===== config.mk =====
export PLATFORM = sky130hd
export DESIGN_NAME = pipelined_addsub_flat
export DESIGN_NICKNAME = d
export VERILOG_FILES = /design/src/rtl/alu_pkg.sv /design/src/rtl/pipelined_addsub_if.sv /design/src/rtl/addsub_chunk.sv /design/src/rtl/fAdder.sv /design/src/rtl/pipelined_addsub.sv /design/src/flat_wrapper.sv
export SDC_FILE = /design/constraint.sdc
export NUM_CORES = 1
export LEC_CHECK = 0
export BUFFER_PORTS_ARGS = -buffer_cell sky130_fd_sc_hd__buf_2
export CAP_MARGIN = 20
export CORE_ASPECT_RATIO = 1.75
export CORE_MARGIN = 8
export CORE_UTILIZATION = 50
export DETAILED_ROUTE_END_ITERATION = 10
export GPL_ROUTABILITY_DRIVEN = 0
export PLACE_DENSITY = 0.7
export SETUP_SLACK_MARGIN = 0.15
export SYNTH_ARGS = -nofsm -noshare
export SYNTH_HDL_FRONTEND = slang
export SYNTH_SLANG_ARGS = --single-unit

===== constraint.sdc =====
create_clock -name clock -period 11.8 [get_ports clock]
set_input_delay 0.59 -clock clock [delete_from_list [all_inputs] [get_ports clock]]
set_output_delay 0.59 -clock clock [all_outputs]
set_load 0.01 [all_outputs]

===== src/rtl/alu_pkg.sv =====
// Shared definitions for the pipelined adder/subtractor.
// Optional saturation is enabled by defining ADDSUB_SATURATE_EN.
package alu_pkg;

   typedef enum logic {
      OP_ADD = 1'b0,
      OP_SUB = 1'b1
   } op_t;

   localparam int MAXW  = 128;
   localparam int DEF_W = 32;
   localparam int DEF_C = 8;

   function automatic int calc_stages(int w, int c);
      return w / c;
   endfunction

   localparam int STAGES = calc_stages(DEF_W, DEF_C);

   function automatic logic [MAXW-1:0] max_pos(int w);
      return (MAXW'(1) << (w - 1)) - MAXW'(1);
   endfunction

   function automatic logic [MAXW-1:0] max_neg(int w);
      return MAXW'(1) << (w - 1);
   endfunction

endpackage


===== src/rtl/pipelined_addsub_if.sv =====
// Operand/result handshake bundle for pipelined_addsub.
// Carries the sat request when ADDSUB_SATURATE_EN is defined.
interface pipelined_addsub_if #(
   parameter int WIDTH = 32
);
   logic             in_valid;
   logic             in_ready;
   logic [WIDTH-1:0] a;
   logic [WIDTH-1:0] b;
   logic             cin;
   logic             sub;
`ifdef ADDSUB_SATURATE_EN
   logic             sat;
`endif
   logic             out_valid;
   logic             out_ready;
   logic [WIDTH-1:0] sum;
   logic             cout;
   logic             ovf;
   logic             zero;

   modport master (
      output in_valid, a, b, cin, sub,
`ifdef ADDSUB_SATURATE_EN
      output sat,
`endif
      output out_ready,
      input  in_ready, out_valid, sum, cout, ovf, zero
   );

   modport slave (
      input  in_valid, a, b, cin, sub,
`ifdef ADDSUB_SATURATE_EN
      input  sat,
`endif
      input  out_ready,
      output in_ready, out_valid, sum, cout, ovf, zero
   );
endinterface


===== src/rtl/addsub_chunk.sv =====
// CHUNK-bit combinational ripple slice built from fAdder cells.
// Exposes the carry out and the carry into the slice MSB.
module addsub_chunk #(
   parameter int CHUNK = 8
) (
   input  logic [CHUNK-1:0] a,
   input  logic [CHUNK-1:0] b,
   input  logic             ci,
   output logic [CHUNK-1:0] s,
   output logic             co,
   output logic             cm
);
   for (genvar i = 0; i < CHUNK; i++) begin : g_bit
      logic c_in;
      logic c_out;
      if (i == 0) begin : g_lsb
         assign c_in = ci;
      end else begin : g_rip
         assign c_in = g_bit[i-1].c_out;
      end
      fAdder u_fa (
         .a  (a[i]),
         .b  (b[i]),
         .ci (c_in),
         .s  (s[i]),
         .co (c_out)
      );
   end

   assign co = g_bit[CHUNK-1].c_out;
   assign cm = g_bit[CHUNK-1].c_in;
endmodule


===== src/rtl/fAdder.sv =====
// One-bit full adder, the ripple cell of addsub_chunk.
module fAdder (
   input  logic a,
   input  logic b,
   input  logic ci,
   output logic s,
   output logic co
);
   assign s  = a ^ b ^ ci;
   assign co = (a & b) | (ci & (a ^ b));
endmodule


===== src/rtl/pipelined_addsub.sv =====
// Pipelined add/sub: one CHUNK slice per stage, carry registered between.
// Define ADDSUB_SATURATE_EN to add signed saturation on request.
module pipelined_addsub
   import alu_pkg::*;
#(
   parameter int WIDTH = 32,
   parameter int CHUNK = 8
) (
   input  logic              clock,
   input  logic              reset_n,
   pipelined_addsub_if.slave bus
);
   localparam int S = calc_stages(WIDTH, CHUNK);
   localparam logic [MAXW-1:0] MP = max_pos(WIDTH);
   localparam logic [MAXW-1:0] MN = max_neg(WIDTH);

   logic [S-1:0] v, adv, cy, pv, pc, co;
   logic         cm, cm_last;
   logic [WIDTH-1:0] opa [S];
   logic [WIDTH-1:0] opb [S];
   logic [WIDTH-1:0] res [S];
   logic [WIDTH-1:0] pa  [S];
   logic [WIDTH-1:0] pb  [S];
   logic [WIDTH-1:0] nr  [S];
   logic [S-1:0][CHUNK-1:0] s;
   logic [WIDTH-1:0] sum_w;
   logic             ovf_w;
   op_t              mode;
`ifdef ADDSUB_SATURATE_EN
   logic [S-1:0] st, ps;
`endif

   assign mode = op_t'(bus.sub);

   // Ready ripples back from the consumer; bubbles collapse.
   always_comb begin
      adv[S-1] = !v[S-1] || bus.out_ready;
      for (int k = S - 2; k >= 0; k--)
         adv[k] = !v[k] || adv[k+1];
   end

   assign bus.in_ready = adv[0];

   always_comb begin
      pv[0] = bus.in_valid;
      pa[0] = bus.a;
      pb[0] = (mode == OP_SUB) ? ~bus.b : bus.b;
      pc[0] = (mode == OP_SUB) | bus.cin;
`ifdef ADDSUB_SATURATE_EN
      ps[0] = bus.sat;
`endif
      for (int k = 1; k < S; k++) begin
         pv[k] = v[k-1];
         pa[k] = opa[k-1];
         pb[k] = opb[k-1];
         pc[k] = cy[k-1];
`ifdef ADDSUB_SATURATE_EN
         ps[k] = st[k-1];
`endif
      end
   end

   always_comb begin
      nr[0] = '0;
      nr[0][CHUNK-1:0] = s[0];
      for (int k = 1; k < S; k++) begin
         nr[k] = res[k-1];
         nr[k][k*CHUNK +: CHUNK] = s[k];
      end
   end

   for (genvar k = 0; k < S; k++) begin : g_stage
      logic cm_k;
      addsub_chunk #(.CHUNK(CHUNK)) u_chunk (
         .a  (pa[k][k*CHUNK +: CHUNK]),
         .b  (pb[k][k*CHUNK +: CHUNK]),
         .ci (pc[k]),
         .s  (s[k]),
         .co (co[k]),
         .cm (cm_k)
      );
      if (k == S - 1) begin : g_last
         assign cm_last = cm_k;
      end else begin : g_mid
         logic cm_unused;
         assign cm_unused = cm_k;
      end
   end

   always_ff @(posedge clock or negedge reset_n) begin
      if (!reset_n) begin
         v  <= '0;
         cy <= '0;
         cm <= 1'b0;
`ifdef ADDSUB_SATURATE_EN
         st <= '0;
`endif
         for (int k = 0; k < S; k++) begin
            opa[k] <= '0;
            opb[k] <= '0;
            res[k] <= '0;
         end
      end else begin
         for (int k = 0; k < S; k++) begin
            if (adv[k]) begin
               v[k]   <= pv[k];
               opa[k] <= pa[k];
               opb[k] <= pb[k];
               res[k] <= nr[k];
               cy[k]  <= co[k];
`ifdef ADDSUB_SATURATE_EN
               st[k]  <= ps[k];
`endif
            end
         end
         if (adv[S-1])
            cm <= cm_last;
      end
   end

   assign ovf_w = cy[S-1] ^ cm;

`ifdef ADDSUB_SATURATE_EN
   // Overflow implies equal operand signs; A's sign picks the rail.
   always_comb begin
      sum_w = res[S-1];
      if (st[S-1] && ovf_w)
         sum_w = opa[S-1][WIDTH-1] ? MN[WIDTH-1:0] : MP[WIDTH-1:0];
   end
`else
   assign sum_w = res[S-1];
`endif

   assign bus.out_valid = v[S-1];
   assign bus.sum       = sum_w;
   assign bus.cout      = cy[S-1];
   assign bus.ovf       = ovf_w;
   assign bus.zero      = (sum_w == '0);
endmodule


===== src/flat_wrapper.sv =====
// flat-port wrapper written by rule: the top's interface ports become plain ports
module pipelined_addsub_flat import alu_pkg::*;
#(
   parameter int WIDTH = 32,
   parameter int CHUNK = 8
)
  (clock, reset_n, bus_in_valid, bus_a, bus_b, bus_cin, bus_sub, bus_out_ready, bus_in_ready, bus_out_valid, bus_sum, bus_cout, bus_ovf, bus_zero);
  pipelined_addsub_if #(.WIDTH(WIDTH)) bus_i ();
  input  logic clock;
  input  logic reset_n;
  input wire logic [$bits(bus_i.in_valid)-1:0] bus_in_valid;
  input wire logic [$bits(bus_i.a)-1:0] bus_a;
  input wire logic [$bits(bus_i.b)-1:0] bus_b;
  input wire logic [$bits(bus_i.cin)-1:0] bus_cin;
  input wire logic [$bits(bus_i.sub)-1:0] bus_sub;
  input wire logic [$bits(bus_i.out_ready)-1:0] bus_out_ready;
  output wire logic [$bits(bus_i.in_ready)-1:0] bus_in_ready;
  output wire logic [$bits(bus_i.out_valid)-1:0] bus_out_valid;
  output wire logic [$bits(bus_i.sum)-1:0] bus_sum;
  output wire logic [$bits(bus_i.cout)-1:0] bus_cout;
  output wire logic [$bits(bus_i.ovf)-1:0] bus_ovf;
  output wire logic [$bits(bus_i.zero)-1:0] bus_zero;
  assign bus_i.in_valid = bus_in_valid;
  assign bus_i.a = bus_a;
  assign bus_i.b = bus_b;
  assign bus_i.cin = bus_cin;
  assign bus_i.sub = bus_sub;
  assign bus_i.out_ready = bus_out_ready;
  assign bus_in_ready = bus_i.in_ready;
  assign bus_out_valid = bus_i.out_valid;
  assign bus_sum = bus_i.sum;
  assign bus_cout = bus_i.cout;
  assign bus_ovf = bus_i.ovf;
  assign bus_zero = bus_i.zero;
  pipelined_addsub #(.WIDTH(WIDTH), .CHUNK(CHUNK)) u_core (.clock(clock), .reset_n(reset_n), .bus(bus_i));
endmodule

==> impl_metrics.ini <==
[status]
status = completed

[worst_hold_path]
hold_path.class = input port to asynchronous set/reset pin

[floorplanning]
dieArea_um2 = 20300
die_w_um = 111
initial_core_util = 0.504
core_area_um2 = 15700
die_y_um = 183
io_pins = 107
rows = 61

[logic_synthesis]
syn_nets = 752
syn_inst = 650
synth_most_common_cell = dfrtp_1
ys_seq_area_frac = 0.584
async_flop_share = 1.00
yosysTopAreaCellShare = 0.584
ys_seq_elements = 185
ys_dominant_reg_cell = dfrtp_1
avgSynthCellArea_um2 = 12.2
ys_types = 23
yosys.area.top_type = dfrtp_1
synth-edff-count = 0
yosys_warnings = 0
synth_area_leaders = dfrtp_1 (58%), mux2_2 (13%), fa_1 (8.1%)
synth.top_cells.by_count = dfrtp_1 (185), nand2_1 (134), mux2_2 (91)
syn_area_um2 = 7930

[clocking]
clock-sinks = 185
h-tree-depth = 4
clkTransAtPathRegs_ns = 0.07
cts-root-buf = clkbuf_16
post_cts_buffers = 0
cts_buffers = 17
cts_tree = built
ctsResizeCount = 0
cts_hold_buffers = 0
ctsLongestPathBuffers = 2
clock_latency_ns = 0.42

[global_route]
track_usage = 0.161
antenna_found_initial = 0
grt_pass1_wl_mm = 26.6
grt_overflow_total = 0
grt_pass1_vias = 5353
grt_start_max_net_pins = 99

[pwr]
p_int_uw = 1370
p_leak_uw = 0.00431
pwr-share-comb = 0.241
netSwitchingPower_uw = 632
peakVddDrop_uv = 111
p_clk_frac = 0.284
powerDensity_nw_per_um2 = 217
p_sw_frac = 0.315
p_seq_frac = 0.475

[worst_setup_path]
critPathMaxFanout = 33
crit_type = input port to flop
worstSetupEndpointType = flop
cp.arrival_ns = 5.11
required_ns = 12.11
cp-start-kind = input port

[drt]
wl_per_cell_um = 16.7
top_layer = met4
first_iter_violations = 164
wl_met1_mm = 6.76
firstDrtPassIters = 4
dr_total_vias = 4914
antenna_left = 0
drc = 0
finalWirelength_mm = 15.8
wl_met3_um = 479
via_per_inst = 5.17
dr_wl_met2_mm = 8.29

[sta]
skew_ns = 0.00996
period_minus_slack_ns = 4.80
fmax_ghz = 0.208
slew-limit-headroom = 0.389
drv_slew = 0
hold_violations = 0
worstMarginPinSlew_ns = 0.917
rsz0062_at_grt = false
timing.final.crit_share = 0.407
finalSetupTns_ns = 0
finalSetupViolCount = 0

[placement]
io_buffer_count = 106
hpwl_mm = 11.3
placed_cell_area_um2 = 8590

[final_layout]
final_area_um2 = 9250
drive_above_1_share = 0.315
nNetsFinal = 850
fin_util = 0.588
num_antenna_cells = 0
syn_to_final_growth_pct = 16.6

[run]
cap_viol_max_count = 0
-- logic make-up after synthesis --
| family | synth area share |
|---|---|
| flops | 0.584 |
| mux | 0.129 |
| fa+ha+maj | 0.0808 |
| buf+inv | 0.0352 |
| compound gates | 0.0303 |
| xor+xnor | 0.0364 |
| simple gates | 0.104 |
-- critical path: stages --
cell and delay (ns):
buf_2 0.69, xnor2_1 0.24, fa_1 0.45, fa_1 0.40
fa_1 0.40, fa_1 0.42, fa_1 0.41, fa_1 0.39
fa_1 0.37, inv_1 0.08, fa_1 0.40, mux2_2 0.27
-- worst paths after layout --
kind / from / endpoint / slack [ns] / cells past startpoint
max in group asynchronous: reset_n / u_core.nr[70] / 10.30 / 3
worst max-delay path: bus_sub / u_core.nr[71] / 7.00 / 12
worst max register to register: u_core.opb[56] / u_core.bus.sum[31] / 7.63 / 13
worst min-delay path: reset_n / u_core.opa[115] / 0.24 / 1
min in group clock: bus_in_valid / u_core.v[0] / 0.37 / 2
worst min register to register: u_core.opa[115] / u_core.opa[83] / 0.47 / 2
-- per-layer routing --
metal  global-route usage  vias up
met2                0.272       92
met5                    0        -
li1                     -     2327
met4               0.0649        0
met1                0.197     2473
met3               0.0332       22
-- sequential cells by signal, summed over array words and instances (netlist names) --
| signal | count |
|---|---|
| u_core.nr | 48 |
| u_core.opa | 48 |
| u_core.opb | 48 |
| u_core.bus.sum | 32 |
| u_core.cy | 4 |
| u_core.v | 4 |
| u_core.cm | 1 |
-- power by group through the flow --
stage	sequential [µW]	combinational [µW]	clock (µW)
6_report	952	482	569
2_1_floorplan	952	289	0
4_1_cts	957	488	582
3_3_place_gp	959	464	0
5_1_grt	980	546	607
3_5_place_dp	969	485	0
-- layout by cell type, fill, tap and decap left out --
cell | synthesis | layout
a21oi_1 | 9 | 9
and2_4 | 1 | 1
and4b_2 | 0 | 1
buf_16 | 0 | 2
buf_2 | 13 | 105
buf_4 | 0 | 6
buf_6 | 2 | 1
bufinv_16 | 0 | 1
clkbuf_16 | 0 | 17
clkinv_4 | 0 | 1
clkinv_8 | 0 | 3
clkinvlp_4 | 0 | 2
dfrtp_1 | 185 | 185
fa_1 | 32 | 32
inv_1 | 30 | 30
inv_2 | 1 | 1
inv_6 | 0 | 5
inv_8 | 0 | 3
mux2_2 | 91 | 91
nand2_1 | 134 | 134
nand2b_1 | 5 | 5
nand3_1 | 31 | 31
nand3b_1 | 1 | 1
nand4_1 | 2 | 2
nand4b_1 | 1 | 1
nor2_1 | 11 | 11
nor4_1 | 8 | 8
o21ai_0 | 39 | 39
xnor2_1 | 31 | 31
xor2_1 | 2 | 2
-- area by class of cell --
type	count	area, µm²
multi-input combinational	399	3020
tap	189	236
clock buffer	17	425
fill	1289	6470
clock inverter	15	180
inverter	31	116
sequential	185	4630
timing repair buffer	114	637
-- through the flow --
step                      total power, µW  setup slack (ns)  hold slack [ns]  instances
after floorplan                      1240              7.09            0.294        650
after global placement               1420              6.76            0.449        916
after detailed placement             1450              6.54            0.452        916
after CTS                            2030              6.99            0.291        948
after global routing                 2130              6.80            0.317        950
final                                2000              7.00            0.241        950
Note: power is estimated with default switching activity, not from simulation.
